==> src/rtl/uart_pkg.sv <==
// Shared definitions for the UART receive controller.
// Holds the register map, the CTRL/STATUS bit positions and the receiver
// state encoding so the register file, the serial core and any bench agree.
package uart_pkg;

  // Register addresses on the 4-bit bus
  localparam logic [3:0] ADDR_CTRL   = 4'h0;
  localparam logic [3:0] ADDR_STATUS = 4'h4;
  localparam logic [3:0] ADDR_DATA   = 4'h8;
  localparam logic [3:0] ADDR_BAUD   = 4'hC;

  // CTRL bit positions (FLUSH is write-only and never stored)
  localparam int CTRL_EN      = 0;
  localparam int CTRL_RXIE    = 1;
  localparam int CTRL_ERRIE   = 2;
  localparam int CTRL_PAR_EN  = 3;
  localparam int CTRL_PAR_ODD = 4;
  localparam int CTRL_FLUSH   = 7;

  // STATUS bit positions; bits [7:5] read as zero
  localparam int STAT_NOT_EMPTY = 0;
  localparam int STAT_FULL      = 1;
  localparam int STAT_OVR       = 2;
  localparam int STAT_PERR      = 3;
  localparam int STAT_FERR      = 4;

  // Receiver FSM states
  typedef enum logic [2:0] {
    RX_IDLE   = 3'd0,
    RX_START  = 3'd1,
    RX_DATA   = 3'd2,
    RX_PARITY = 3'd3,
    RX_STOP   = 3'd4
  } rx_state_e;

endpackage

==> src/rtl/uart_rx_core.sv <==
// Serial receive engine: 2-flop synchroniser, start-bit detection with
// glitch rejection, LSB-first data sampling, optional parity and stop check.
// Ports:
//   clk, rst        - system clock, synchronous active-high reset
//   en              - receiver enable; low forces the FSM back to idle
//   par_en, par_odd - parity enable and odd/even select
//   baud            - clocks per bit, latched at start-bit detection
//   rx_serial       - asynchronous serial line, idle high
//   idle            - FSM is in the idle state
//   frame_valid     - one-cycle pulse, the cycle after a good stop sample
//   frame_data      - received data bits, valid while frame_valid is high
//   perr_set        - pulse on parity mismatch
//   ferr_set        - pulse on a low stop bit
module uart_rx_core
  import uart_pkg::*;
#(
  parameter int DATA_W = 8
) (
  input  logic              clk,
  input  logic              rst,
  input  logic              en,
  input  logic              par_en,
  input  logic              par_odd,
  input  logic [7:0]        baud,
  input  logic              rx_serial,
  output logic              idle,
  output logic              frame_valid,
  output logic [DATA_W-1:0] frame_data,
  output logic              perr_set,
  output logic              ferr_set
);

  rx_state_e         state_q, state_d;
  logic              sync1_q, sync1_d;
  logic              sync2_q, sync2_d;
  logic              prev_q, prev_d;
  logic [7:0]        clk_cnt_q, clk_cnt_d;
  logic [2:0]        bit_cnt_q, bit_cnt_d;
  logic [7:0]        baud_lat_q, baud_lat_d;
  logic [DATA_W-1:0] shift_q, shift_d;
  logic              bad_q, bad_d;
  logic              valid_q, valid_d;

  logic line;
  logic fall;
  logic half_tick;
  logic bit_tick;
  logic parity_err;

  // Sampling strobes derived from the synchronised line and the bit timer.
  // The start bit is checked half a bit in; every later sample is one full
  // bit after the previous one, which keeps all samples near mid-bit.
  always_comb begin
    line       = sync2_q;
    fall       = prev_q & ~sync2_q;
    half_tick  = (clk_cnt_q == {1'b0, baud_lat_q[7:1]});
    bit_tick   = (clk_cnt_q == (baud_lat_q - 8'd1));
    parity_err = (^shift_q) ^ line ^ par_odd;
  end

  // State register plus synchroniser, counters and shift register
  always_ff @(posedge clk) begin
    if (rst) begin
      state_q    <= RX_IDLE;
      sync1_q    <= 1'b1;
      sync2_q    <= 1'b1;
      prev_q     <= 1'b1;
      clk_cnt_q  <= '0;
      bit_cnt_q  <= '0;
      baud_lat_q <= '0;
      shift_q    <= '0;
      bad_q      <= 1'b0;
      valid_q    <= 1'b0;
    end else begin
      state_q    <= state_d;
      sync1_q    <= sync1_d;
      sync2_q    <= sync2_d;
      prev_q     <= prev_d;
      clk_cnt_q  <= clk_cnt_d;
      bit_cnt_q  <= bit_cnt_d;
      baud_lat_q <= baud_lat_d;
      shift_q    <= shift_d;
      bad_q      <= bad_d;
      valid_q    <= valid_d;
    end
  end

  // Next-state logic and datapath updates
  always_comb begin
    sync1_d    = rx_serial;
    sync2_d    = sync1_q;
    prev_d     = sync2_q;
    state_d    = state_q;
    clk_cnt_d  = clk_cnt_q + 8'd1;
    bit_cnt_d  = bit_cnt_q;
    baud_lat_d = baud_lat_q;
    shift_d    = shift_q;
    bad_d      = bad_q;

    if (!en) begin
      // Disabling drops any partial frame immediately
      state_d   = RX_IDLE;
      clk_cnt_d = '0;
    end else begin
      unique case (state_q)
        RX_IDLE: begin
          clk_cnt_d = '0;
          if (fall) begin
            // BAUD is latched here so a write mid-frame only affects the next frame
            state_d    = RX_START;
            baud_lat_d = baud;
            bit_cnt_d  = '0;
            shift_d    = '0;
            bad_d      = 1'b0;
          end
        end
        RX_START: begin
          if (half_tick) begin
            clk_cnt_d = '0;
            state_d   = line ? RX_IDLE : RX_DATA;
          end
        end
        RX_DATA: begin
          if (bit_tick) begin
            clk_cnt_d          = '0;
            shift_d[bit_cnt_q] = line;
            if (bit_cnt_q == 3'(DATA_W - 1)) begin
              bit_cnt_d = '0;
              state_d   = par_en ? RX_PARITY : RX_STOP;
            end else begin
              bit_cnt_d = bit_cnt_q + 3'd1;
            end
          end
        end
        RX_PARITY: begin
          if (bit_tick) begin
            clk_cnt_d = '0;
            bad_d     = parity_err;
            state_d   = RX_STOP;
          end
        end
        RX_STOP: begin
          if (bit_tick) begin
            clk_cnt_d = '0;
            state_d   = RX_IDLE;
          end
        end
        default: state_d = RX_IDLE;
      endcase
    end
  end

  // Outputs: error pulses at the sample point, frame strobe one cycle later
  always_comb begin
    idle        = (state_q == RX_IDLE);
    perr_set    = en && (state_q == RX_PARITY) && bit_tick && parity_err;
    ferr_set    = en && (state_q == RX_STOP) && bit_tick && !line;
    valid_d     = en && (state_q == RX_STOP) && bit_tick && line && !bad_q;
    frame_valid = valid_q;
    frame_data  = shift_q;
  end

endmodule

==> src/rtl/uart_rx_ctrl.sv <==
// UART receive controller: register file, receive FIFO and interrupt logic
// wrapped around the serial receive core.
// Ports:
//   clk, rst   - system clock, synchronous active-high reset
//   read/write - single-cycle bus strobes
//   addr       - 0x0 CTRL, 0x4 STATUS, 0x8 DATA, 0xC BAUD
//   data_in    - bus write data
//   rx_serial  - asynchronous serial input, idle high
//   interrupt  - level interrupt request
//   ready      - receiver enabled and idle
//   data_out   - combinational read data for addr (0 when unmapped)
module uart_rx_ctrl
  import uart_pkg::*;
#(
  parameter int DATA_W       = 8,
  parameter int FIFO_DEPTH   = 8,
  parameter int CLKS_PER_BIT = 87
) (
  input  logic       clk,
  input  logic       rst,
  input  logic       read,
  input  logic       write,
  input  logic [3:0] addr,
  input  logic [7:0] data_in,
  input  logic       rx_serial,
  output logic       interrupt,
  output logic       ready,
  output logic [7:0] data_out
);

  localparam int PTR_W = $clog2(FIFO_DEPTH);
  localparam int CNT_W = PTR_W + 1;

  logic [4:0]       ctrl_q, ctrl_d;
  logic [7:0]       baud_q, baud_d;
  logic             ovr_q, ovr_d;
  logic             perr_q, perr_d;
  logic             ferr_q, ferr_d;
  logic [PTR_W-1:0] wr_ptr_q, wr_ptr_d;
  logic [PTR_W-1:0] rd_ptr_q, rd_ptr_d;
  logic [CNT_W-1:0] count_q, count_d;
  logic [DATA_W-1:0] mem_q [FIFO_DEPTH];

  logic              core_idle;
  logic              core_valid;
  logic [DATA_W-1:0] core_data;
  logic              core_perr;
  logic              core_ferr;

  logic       wr_ctrl, wr_baud, rd_status, rd_data;
  logic       flush, empty, full, pop, mem_we, ovr_set;
  logic [7:0] head_ext;

  uart_rx_core #(
    .DATA_W (DATA_W)
  ) u_core (
    .clk         (clk),
    .rst         (rst),
    .en          (ctrl_q[CTRL_EN]),
    .par_en      (ctrl_q[CTRL_PAR_EN]),
    .par_odd     (ctrl_q[CTRL_PAR_ODD]),
    .baud        (baud_q),
    .rx_serial   (rx_serial),
    .idle        (core_idle),
    .frame_valid (core_valid),
    .frame_data  (core_data),
    .perr_set    (core_perr),
    .ferr_set    (core_ferr)
  );

  // Register, flag and FIFO pointer state
  always_ff @(posedge clk) begin
    if (rst) begin
      ctrl_q   <= '0;
      baud_q   <= 8'(CLKS_PER_BIT);
      ovr_q    <= 1'b0;
      perr_q   <= 1'b0;
      ferr_q   <= 1'b0;
      wr_ptr_q <= '0;
      rd_ptr_q <= '0;
      count_q  <= '0;
    end else begin
      ctrl_q   <= ctrl_d;
      baud_q   <= baud_d;
      ovr_q    <= ovr_d;
      perr_q   <= perr_d;
      ferr_q   <= ferr_d;
      wr_ptr_q <= wr_ptr_d;
      rd_ptr_q <= rd_ptr_d;
      count_q  <= count_d;
    end
  end

  // FIFO storage needs no reset; occupancy decides what is valid
  always_ff @(posedge clk) begin
    if (mem_we) begin
      mem_q[wr_ptr_q] <= core_data;
    end
  end

  // Bus decode, FIFO bookkeeping and sticky error flags
  always_comb begin
    wr_ctrl   = write && (addr == ADDR_CTRL);
    wr_baud   = write && (addr == ADDR_BAUD);
    rd_status = read && (addr == ADDR_STATUS);
    rd_data   = read && (addr == ADDR_DATA);
    flush     = wr_ctrl && data_in[CTRL_FLUSH];
    empty     = (count_q == '0);
    full      = (count_q == CNT_W'(FIFO_DEPTH));
    pop       = rd_data && !empty;

    ctrl_d = wr_ctrl ? data_in[4:0] : ctrl_q;
    baud_d = wr_baud ? data_in : baud_q;

    wr_ptr_d = wr_ptr_q;
    rd_ptr_d = rd_ptr_q;
    count_d  = count_q;
    mem_we   = 1'b0;
    ovr_set  = 1'b0;

    if (flush) begin
      // Flush wins over a same-cycle push or pop
      wr_ptr_d = '0;
      rd_ptr_d = '0;
      count_d  = '0;
    end else begin
      // When full, a coincident pop frees the slot the push writes into
      mem_we  = core_valid && (!full || pop);
      ovr_set = core_valid && full && !pop;
      if (mem_we) wr_ptr_d = wr_ptr_q + PTR_W'(1);
      if (pop)    rd_ptr_d = rd_ptr_q + PTR_W'(1);
      unique case ({mem_we, pop})
        2'b10:   count_d = count_q + CNT_W'(1);
        2'b01:   count_d = count_q - CNT_W'(1);
        default: count_d = count_q;
      endcase
    end

    // A new error in the same cycle as a STATUS read stays set
    ovr_d  = ovr_set   || (ovr_q  && !rd_status);
    perr_d = core_perr || (perr_q && !rd_status);
    ferr_d = core_ferr || (ferr_q && !rd_status);
  end

  // Read mux and interrupt/ready outputs
  always_comb begin
    head_ext = '0;
    if (!empty) begin
      head_ext[DATA_W-1:0] = mem_q[rd_ptr_q];
    end

    unique case (addr)
      ADDR_CTRL:   data_out = {3'b000, ctrl_q};
      ADDR_STATUS: data_out = {3'b000, ferr_q, perr_q, ovr_q, full, !empty};
      ADDR_DATA:   data_out = head_ext;
      ADDR_BAUD:   data_out = baud_q;
      default:     data_out = 8'h00;
    endcase

    interrupt = (ctrl_q[CTRL_RXIE] && !empty) ||
                (ctrl_q[CTRL_ERRIE] && (ovr_q || perr_q || ferr_q));
    ready     = ctrl_q[CTRL_EN] && core_idle;
  end

endmodule

==> config.mk <==
export PLATFORM = sky130hd
export DESIGN_NAME = uart_rx_ctrl
export DESIGN_NICKNAME = d
export VERILOG_FILES = /design/src/rtl/uart_pkg.sv /design/src/rtl/uart_rx_core.sv /design/src/rtl/uart_rx_ctrl.sv
export SDC_FILE = /design/constraint.sdc
export NUM_CORES = 1
export LEC_CHECK = 0
export CORE_MARGIN = 3
export CORE_UTILIZATION = 35
export DETAILED_ROUTE_END_ITERATION = 10
export PLACE_DENSITY_LB_ADDON = 0.08
export SYNTH_ARGS = -nofsm -noshare
export SYNTH_HDL_FRONTEND = slang
export SYNTH_HIERARCHICAL = 1
export SYNTH_SLANG_ARGS = --single-unit
==> constraint.sdc <==
create_clock -name clk -period 3.6 [get_ports clk]
set_input_delay 0.72 -clock clk [delete_from_list [all_inputs] [get_ports clk]]
set_output_delay 0.72 -clock clk [all_outputs]
set_load 0.1 [all_outputs]
==> results of run 1 <==
path summary, 6_finish.rpt:
path / to / slack [ns] / cells past startpoint
setup / recovery: data_out[6] / 0.46 / 5
hold reg to reg: u_core/line$_SDFF_PP1_ / 0.42 / 1
setup reg to reg: u_core/clk_cnt_q[1]$_SDFF_PP0_ / 0.76 / 8
hold / removal: u_core/line$_SDFF_PP1_ / 0.42 / 1
power by group:
| group | internal (mW) | total (mW) | switching [mW] |
|---|---|---|---|
| Sequential | 1.52 | 1.52 | 0.00483 |
| Clock | 0.874 | 1.50 | 0.626 |
| Combinational | 0.0390 | 0.0889 | 0.0499 |
cell usage in the layout, fill, tap and decap left out, drive strengths merged, types with 2 or more instances in the layout:
cell type      synthesis  routed
o22ai                  4       4
or3                    2       2
xor2                  15      15
mux4                  16      16
and2                   5       5
clkinvlp               0       2
nor3                  18      18
nand4                  6       6
mux2i                 23      23
nand2b                 7       7
and3                   4       4
nand3                 20      20
nand2                 54      54
nor2                  41      41
inv                    8      11
edfxtp                64      64
nor4                   2       2
nand3b                 5       5
o21ai                  8       8
mux2                   3       3
nand4b                 4       4
clkinv                 0       9
or4                    5       5
nor2b                  7       7
dfxtp                 64      64
o211ai                 4       4
nor3b                  3       3
xnor2                 22      22
a21oi                 41      41
ha                     7       7
clkdlybuf4s50          0      16
or2                    6       6
o311ai                 8       8
clkbuf                21      18
a22oi                  3       3
a31oi                  2       2
or3b                   2       2
buf                   10      25
kinds of logic after synthesis:
group	Yosys count	share of synthesized area, %
flip-flops	128	53.1
buffers and inverters	39	3.01
adder cells (fa/ha/maj)	7	1.45
XOR/XNOR	37	5.38
AO/OA/AOI/OAI	82	9.57
multiplexers	42	10.4
AND/OR/NAND/NOR	195	17.0
critical path: cells and delay by family:
kind | cells | cell delay (ns)
buffers and inverters | 2 | 0.87
and+or+nand+nor | 2 | 0.43
AOI/OAI and AO/OA | 1 | 0.39
per-layer routing:
layer / part of all wire (%) / global-route usage, % / up-vias / routed length (um)
met1: 48 / 21.3 / 2028 / 6700
li1: - / - / 2012 / -
met2: 48 / 25.6 / 57 / 6660
met4: 0.96 / 4.43 / 0 / 133
met3: 2.8 / 3.91 / 9 / 382
met5: 0 / 0 / - / 0
sequential cells by signal (all words and copies together) (netlist names), named ones only:
register and cells:
ovr_q 1, u_core/clk_cnt_q 8, baud_q 8, u_core/bit_cnt_q 3
wr_ptr_q 3, u_core/baud_lat_q 8, perr_q 1, mem_q 64
u_core/frame_valid 1, u_core/bad_q 1, u_core/line 1, u_core/sync1_q 1
u_core/state_q 3, ferr_q 1, ctrl_q 5, u_core/frame_data 8
rd_ptr_q 3, u_core/prev_q 1, count_q 4
cell type report:
class / instances / area (sq um) / area share [%]
clock inverter: 14 / 91.3 / 1.28
multi-input combinational: 363 / 2640 / 37.1
inverter: 8 / 30.0 / 0.422
timing repair buffer: 41 / 448 / 6.29
sequential: 128 / 3200 / 45.0
clock buffer: 18 / 429 / 6.03
tap: 220 / 275 / 3.87
stage by stage:
step	instances	hold WS (ns)	cell area, sq um	setup slack (ns)	TNS, ns
finish	792	0.419	7120	0.463	0
global route	792	0.430	7120	0.288	0
CTS	792	0.425	7120	0.439	0
detailed placement	760	0.400	6600	0.435	0
global placement	760	0.404	6600	0.503	0
floorplan	530	0.389	6030	-0.490	-1.47
==> impl_metrics.csv, run 1 <==
group,metric,value,unit
run_status,status,"complete, no violations",
routing,drtIter0Drc,242,
timing,worst_pin_slew,0.974,ns
timing,max_slew_margin,34.8,%
clock_network,cts-resized-gates,0,
synth,synth_top_area_share,31.9,%
timing,finalCriticalPeriod,3.14,ns
routing,avgViaCountPerCell,5.18,
run,maxCapViolCount,0,
cells_and_area,area.growth.synth_to_final,18.1,%
clock_network,postCtsSetupRepairBufs,0,
global_route,grt_use_total,15.9,%
timing,rsz0062_at_grt,"false",
synth,syn_area,6030,sq um
floorplanning,design.die.area,18800,sq um
routing,route.detailed.drc,0,
clock_network,root_buffer,"clkbuf_16",
clock_network,clockBufferDepth,2,
synth,synth-edff-count,64,
clock_network,cts_inserted_buffers,17,
timing,clock_skew,0.00883,ns
placed_design,hpwl,10.0,mm
synth,yosysSeqAreaShare,53.1,%
routing,antenna_left,0,
clock_network,worstSkewPairLatency,0.41,ns
synth,netlist_top_cells_count,"dfxtp_1, edfxtp_1, nand2_1, nor2_1, a21oi_1",
timing,timing.fmax,319,MHz
critical_path,slowest_stage,"clkdlybuf4s50_1",
synth,yosysWarnings,6,
synth,synth_nets,554,
critical_path,cp_data_required_time,2.88,ns
placed_design,place_congestion,0.837,
synth,synth_area_leader_cell,"edfxtp_1",
synth,synth_flop_cell,"edfxtp_1",
floorplanning,die_y,137,um
clock_network,clk_pin_slew,0.06,ns
hold_path,hold_path.class,"register to register",
critical_path,crit_path_end_kind,"output port",
synth,synthDistinctLibCells,65,
synth,syn-instance-count,530,
floorplanning,die_w,137,um
clock_network,postCtsHoldBufs,0,
hold_path,min_from,"u_core/sync1_q$_SDFF_PP1_",
global_route,grt_max_degree,18,
routing,wirelength,13.9,mm
timing,fin_crit_sh,87.1,%
timing,slew_viol_final,0,
power,irDropWorstVdd,0.333,mV
floorplanning,start_util,36.1,%
timing,setup_viol,0,
global_route,grt_remaining_overflow,0,
cells_and_area,n_antenna_cell,0,
critical_path,path_cells,"clkdlybuf4s50_1 -> nor2b_1 -> nand3_1 -> o21ai_0 -> buf_12",
floorplanning,rows,47,
floorplanning,core,16700,sq um
synth,synth-seq-cells,128,
critical_path,crit_fanout,10,
clock_network,cts.sinks,128,
global_route,grt_pass1_vias,4037,
routing,drt-pass1-iter-count,5,
clock_network,htreeDepth,4,
power,p_per_area,437,nW/um^2
critical_path,critPathMaxStageDelay,0.64,ns
cells_and_area,fillers,1612,
routing,vias,4106,
critical_path,worstPathArrival,2.42,ns
critical_path,crit_start,"addr[3]",
clock_network,cts_tree,"built",
cells_and_area,layout.nets,583,
floorplanning,ios,27,
timing,hold_viol_final,0,
critical_path,start_kind,"input pin",
global_route,grt_antenna_before_repair,0,
critical_path,r2r-start,"u_core/baud_lat_q[0]$_SDFFE_PP0P_",
cells_and_area,postLayoutCoreUtil,42.6,%
placed_design,io_buffers,26,
routing,wl_per_cell,17.5,um
synth,synth_area_per_cell,11.4,sq um
global_route,grt_pass1_wl,22.5,mm
cells_and_area,layout-drive-gt1-share,17.0,%
critical_path,path_class,"input pin to output port",
power,leakage,2.40,nW
synth,async_reset_ff_share,0,%
power,finalPower,3.11,mW
synth,synth_area_leaders,"edfxtp_1, dfxtp_1, mux4_2, mux2i_1, nand2_1",
No activity file was read; power rests on OpenSTA's default activity.
==> run 2: changes to the inputs <==
- DONT_BUFFER_PORTS: not set -> 1
==> run 2 against run 1 <==
Against the previous run:
- maximum frequency decreased by 5.1%
- global-route usage is 0.16 points lower
- clock skew shrank 0.0021 ns
- clock power rose by 6%
- register-to-register slack about the same
- combinational power decreased by 43%
- highest routed layer unchanged
==> impl_metrics.csv, run 2 (synthesized netlist as in run 1, its figures left out) <==
group,metric,value,unit
global_route,grt_pass1_vias,4043,
timing,setup_viol,0,
placed_design,placed_cell_area,6280,sq um
floorplanning,core,16700,sq um
power,p_per_area,463,nW/um^2
timing,slew_viol_final,0,
routing,wirelength,13.7,mm
cells_and_area,layout.nets,554,
global_route,grt_antenna_before_repair,0,
routing,antenna_left,0,
timing,hold_viol_final,0,
critical_path,crit_end,"data_out[6]",
routing,avgViaCountPerCell,5.23,
critical_path,cp.depth,5,
run,maxCapViolCount,0,
cells_and_area,area.growth.synth_to_final,13.2,%
clock_network,cts.sinks,128,
hold_path,hold_path.class,"input pin to register",
hold_path,min_from,"rst",
timing,max_slew_margin,36.0,%
global_route,top_usage_layer,"met2",
global_route,grt_max_degree,46,
cells_and_area,multi_input_area,2680,sq um
timing,worst_pin_slew,0.967,ns
critical_path,cp_data_required_time,2.88,ns
cells_and_area,final_area,6830,sq um
clock_network,clockBufferDepth,2,
floorplanning,start_util,36.1,%
clock_network,postCtsHoldBufs,0,
clock_network,cts_inserted_buffers,17,
critical_path,cp_common_cell,"buf_4",
floorplanning,design.die.area,18800,sq um
clock_network,postCtsSetupRepairBufs,0,
critical_path,slowest_stage,"dfxtp_1",
critical_path,path_class,"register to output port",
cells_and_area,regMostFlops,"mem_q",
global_route,grtUsageMet2,24.0,%
placed_design,dp.cells,731,
timing,rsz0062_at_grt,"false",
timing,whs,0.375,ns
clock_network,root_buffer,"clkbuf_16",
routing,drtIter0Drc,227,
critical_path,timing.rr.end,"u_core/clk_cnt_q[1]$_SDFF_PP0_",
critical_path,critPathMaxStageDelay,0.78,ns
critical_path,worstPathArrival,2.59,ns
global_route,grtUsageMet3,4.38,%
critical_path,path_cells,"buf_4 -> mux4_2 -> mux2i_1 -> o21ai_2 -> buf_4",
critical_path,r2r_slack,0.75,ns
cells_and_area,fillers,1612,
routing,wl_per_cell,18.0,um
placed_design,io_buffers,0,
global_route,global_route.usage.met1,22.2,%
cells_and_area,final_cell_mix,"dfxtp_1, edfxtp_1, nand2_1, nor2_1, a21oi_1",
cells_and_area,regArea,3200,sq um
floorplanning,die_y,137,um
power,irDropWorstVdd,0.323,mV
floorplanning,ios,27,
routing,route.detailed.drc,0,
critical_path,cp_top_family,"flip-flops",
critical_path,crit_fanout,11,
routing,drt-pass1-iter-count,6,
cells_and_area,largest_reg_flops,64,
critical_path,reg2regPathDepth,8,
floorplanning,die_w,137,um
run_status,status,"complete, no violations",
clock_network,worstSkewPairLatency,0.41,ns
critical_path,r2r-start,"u_core/baud_lat_q[1]$_SDFFE_PP0P_",
cells_and_area,layout-drive-gt1-share,16.8,%
critical_path,crit_path_end_kind,"output port",
global_route,grt_use_total,15.7,%
clock_network,cts-resized-gates,0,
clock_network,clk_pin_slew,0.06,ns
placed_design,place_congestion,0.765,
critical_path,start_kind,"register",
cells_and_area,postLayoutCoreUtil,40.9,%
global_route,grt_remaining_overflow,0,
power,leakage,2.26,nW
cells_and_area,fin_cells,762,
routing,vias,3985,
timing,timing.fmax,302,MHz
global_route,grt_pass1_wl,22.3,mm
cells_and_area,n_antenna_cell,0,
critical_path,crit_buf_inv,2,
clock_network,cts_tree,"built",
placed_design,place_ws,0.569,ns
clock_network,htreeDepth,4,
timing,finalCriticalPeriod,3.31,ns
timing,clock_skew,0.00672,ns
placed_design,hpwl,9.66,mm
timing,fin_crit_sh,91.8,%
floorplanning,rows,47,
timing,final.setup.worst_slack,0.294,ns
## run 2: cell count changes in the layout (fill, tap and decap cells not counted), moves of 2 or more
cell             delta
o22ai_1             -4
buf_4               -5
clkinv_2            -3
o21ai_2             +3
o21ai_0             -3
buf_12              -8
clkinv_4            +2
clkdlybuf4s50_1    -16
o22ai_2             +4
## run 2: final cells by class
cell class,instances,area share (%)
sequential,128,46.9
multi-input combinational,363,39.3
clock buffer,18,6.29
tap,220,4.03
clock inverter,13,1.69
timing repair buffer,12,1.32
inverter,8,0.440
## run 2: report_power, final
| group | internal [mW] | switching [mW] | leakage, nW |
|---|---|---|---|
| registers | 1.52 | 0.00474 | 1.11 |
| logic | 0.0175 | 0.0337 | 0.890 |
| clock network | 0.944 | 0.641 | 0.262 |
| total | 2.48 | 0.680 | 2.26 |
## run 2: how the worst min path moves through the flow
stage / end / slack [ns] / cells past startpoint
after floorplan: u_core/line$_SDFF_PP1_ / 0.39 / 1
after global placement: u_core/line$_SDFF_PP1_ / 0.41 / 1
after detailed placement: u_core/line$_SDFF_PP1_ / 0.40 / 1
after CTS: ctrl_q[1]$_SDFFE_PP0N_ / 0.35 / 1
after global routing: ctrl_q[1]$_SDFFE_PP0N_ / 0.35 / 1
final: ctrl_q[1]$_SDFFE_PP0N_ / 0.38 / 1
## run 2: routing by layer
layer / up-vias / wire length (um)
li1: 1955 / -
met1: 1960 / 6710
met2: 64 / 6350
met3: 6 / 514
met4: 0 / 104
met5: - / 0
## run 2: per-stage QoR
step | power, mW | TNS [ns]
floorplan | 1.60 | -1.47
global placement | 1.61 | 0
detailed placement | 1.61 | 0
CTS | 3.19 | 0
global route | 3.28 | 0
finish | 3.16 | 0
## run 2: worst register-to-register path, stage by stage (launching register included)
cell       delay, ns
dfxtp_1         0.36
inv_1           0.08
ha_1            0.21
or3b_2          0.49
nor4_1          0.18
o2111ai_1       0.25
a211o_4         0.47
a21oi_1         0.56
nor3b_1         0.11
==> run 3: changes to the inputs <==
--- a/config.mk
+++ b/config.mk
@@ -6,4 +6,5 @@
 export NUM_CORES = 1
 export LEC_CHECK = 0
+export ABC_CLOCK_PERIOD_IN_PS = 3600
 export CORE_MARGIN = 3
 export CORE_UTILIZATION = 35
==> constraint.sdc (replaced) <==
create_clock -name clk -period 3.6 [get_ports clk]
set_input_delay 0.36 -clock clk [delete_from_list [all_inputs] [get_ports clk]]
set_output_delay 0.36 -clock clk [all_outputs]
set_load 0.1 [all_outputs]
==> run 3 against run 2 <==
Against the previous run:
- clock skew about the same
- first-iteration DRC count is 1.3% higher
- worst hold slack got worse by 0.35 ns
- clock power grew 8%
- routed wire length up 4.6%
- critical path depth unchanged
- maximum frequency is 14% higher
- largest cell class unchanged
==> impl_metrics.csv, run 3 (synthesized netlist as in run 1, its figures left out) <==
group,metric,value,unit
cells_and_area,regArea,3200,sq um
floorplanning,rows,47,
placed_design,io_buffers,0,
timing,clock_skew,0.00626,ns
placed_design,place_ws,0.751,ns
routing,avgViaCountPerCell,5.24,
critical_path,cp_data_required_time,3.24,ns
critical_path,start_kind,"register",
routing,antenna_left,0,
global_route,grt_remaining_overflow,0,
critical_path,crit_fanout,9,
power,p_per_area,475,nW/um^2
timing,tns,0,ns
floorplanning,design.die.area,18800,sq um
clock_network,postCtsSetupRepairBufs,0,
clock_network,clk_pin_slew,0.06,ns
critical_path,crit_path_end_kind,"output port",
routing,wirelength,14.3,mm
cells_and_area,largest_reg_flops,64,
timing,max_slew_margin,35.7,%
run_status,status,"complete, no violations",
cells_and_area,fin_cells,773,
global_route,grt_max_degree,33,
critical_path,r2r-start,"u_core/baud_lat_q[0]$_SDFFE_PP0P_",
cells_and_area,fillers,1587,
timing,final.setup.worst_slack,0.700,ns
power,leakage,2.33,nW
timing,setup_viol,0,
clock_network,worstSkewPairLatency,0.41,ns
routing,wl_per_cell,18.5,um
cells_and_area,final_cell_mix,"dfxtp_1, edfxtp_1, nand2_1, nor2_1, a21oi_1",
run,maxCapViolCount,0,
global_route,grt_antenna_before_repair,0,
critical_path,reg2regPathDepth,8,
floorplanning,core,16700,sq um
global_route,grt_pass1_vias,3994,
floorplanning,die_w,137,um
timing,timing.fmax,345,MHz
timing,fin_crit_sh,80.6,%
timing,rsz0062_at_grt,"false",
floorplanning,ios,27,
cells_and_area,multi_input_area,2680,sq um
hold_path,hold_path.class,"input pin to register",
routing,vias,4051,
global_route,grt_pass1_wl,22.9,mm
critical_path,timing.rr.end,"u_core/clk_cnt_q[1]$_SDFF_PP0_",
timing,whs,0.0235,ns
cells_and_area,postLayoutCoreUtil,41.7,%
power,finalPower,3.30,mW
routing,route.detailed.drc,0,
clock_network,cts_inserted_buffers,17,
critical_path,path_class,"register to output port",
hold_path,min_path_cells,1,
floorplanning,die_y,137,um
routing,drt-pass1-iter-count,4,
clock_network,cts.sinks,128,
cells_and_area,area.growth.synth_to_final,15.5,%
clock_network,root_buffer,"clkbuf_16",
timing,hold_viol_final,0,
clock_network,cts_tree,"built",
placed_design,dp.cells,738,
timing,finalCriticalPeriod,2.90,ns
hold_path,holdPathEnd,"u_core/baud_lat_q[5]$_SDFFE_PP0P_",
placed_design,place_congestion,0.785,
floorplanning,start_util,36.1,%
cells_and_area,regMostFlops,"mem_q",
power,irDropWorstVdd,0.334,mV
critical_path,worstPathArrival,2.54,ns
clock_network,htreeDepth,4,
timing,worst_pin_slew,0.971,ns
critical_path,r2r_slack,0.79,ns
placed_design,placed_cell_area,6330,sq um
routing,drtIter0Drc,230,
timing,slew_viol_final,0,
cells_and_area,layout-drive-gt1-share,18.1,%
placed_design,hpwl,9.68,mm
cells_and_area,layout.nets,564,
cells_and_area,final_area,6960,sq um
cells_and_area,n_antenna_cell,0,
hold_path,min_from,"rst",
clock_network,clockBufferDepth,2,
global_route,grt_use_total,16.2,%
[run 3: changes by cell type in the layout (fill, tap and decap cells not counted)]
cell / change
dlygate4sd3_1: +3
buf_4: +7
clkinv_1: -1
inv_6: -1
clkinv_2: +1
bufinv_16: +2
clkinvlp_4: +1
clkinv_4: -1
[run 3: repair_timing]
| action | in CTS | in global routing |
|---|---|---|
| hold buffers | 3 | 0 |
| hold endpoints to repair | 11 | 0 |
| gates resized for setup | 0 | 0 |
[run 3: worst max-delay path by stage]
stage / endpoint / slack [ns]
detailed placement: u_core/clk_cnt_q[1]$_SDFF_PP0_ / 0.75
floorplan: data_out[6] / 0.22
global route: data_out[7] / 0.50
global placement: u_core/clk_cnt_q[1]$_SDFF_PP0_ / 0.88
finish: data_out[7] / 0.70
CTS: data_out[7] / 0.56
[run 3: worst max-delay path: stages, from the launching register on]
cell	delay (ns)
dfxtp_1	0.74
buf_4	0.29
mux4_2	0.52
mux2i_1	0.23
o21ai_2	0.09
buf_4	0.25
[run 3: final cells by class]
cell class	instances	share of cell area [%]
Sequential cell	128	46.0
Multi-Input combinational cell	363	38.5
Clock buffer	18	6.17
Tap cell	220	3.96
Timing Repair Buffer	22	2.48
Clock inverter	14	2.39
Inverter	8	0.431
[run 3: layer usage]
layer	routed length [um]	vias to the layer above	global-route usage, %	share of wire, %
li1	-	1972	-	-
met1	6900	1994	22.4	48
met2	6790	71	25.8	47
met3	426	14	3.32	3.0
met4	188	0	4.99	1.3
met5	0	-	0	0
[run 3: power by group]
group	internal (mW)	total (mW)	switching, mW
clock network	1.09	1.72	0.636
registers	1.52	1.52	0.00449
logic	0.0197	0.0568	0.0371
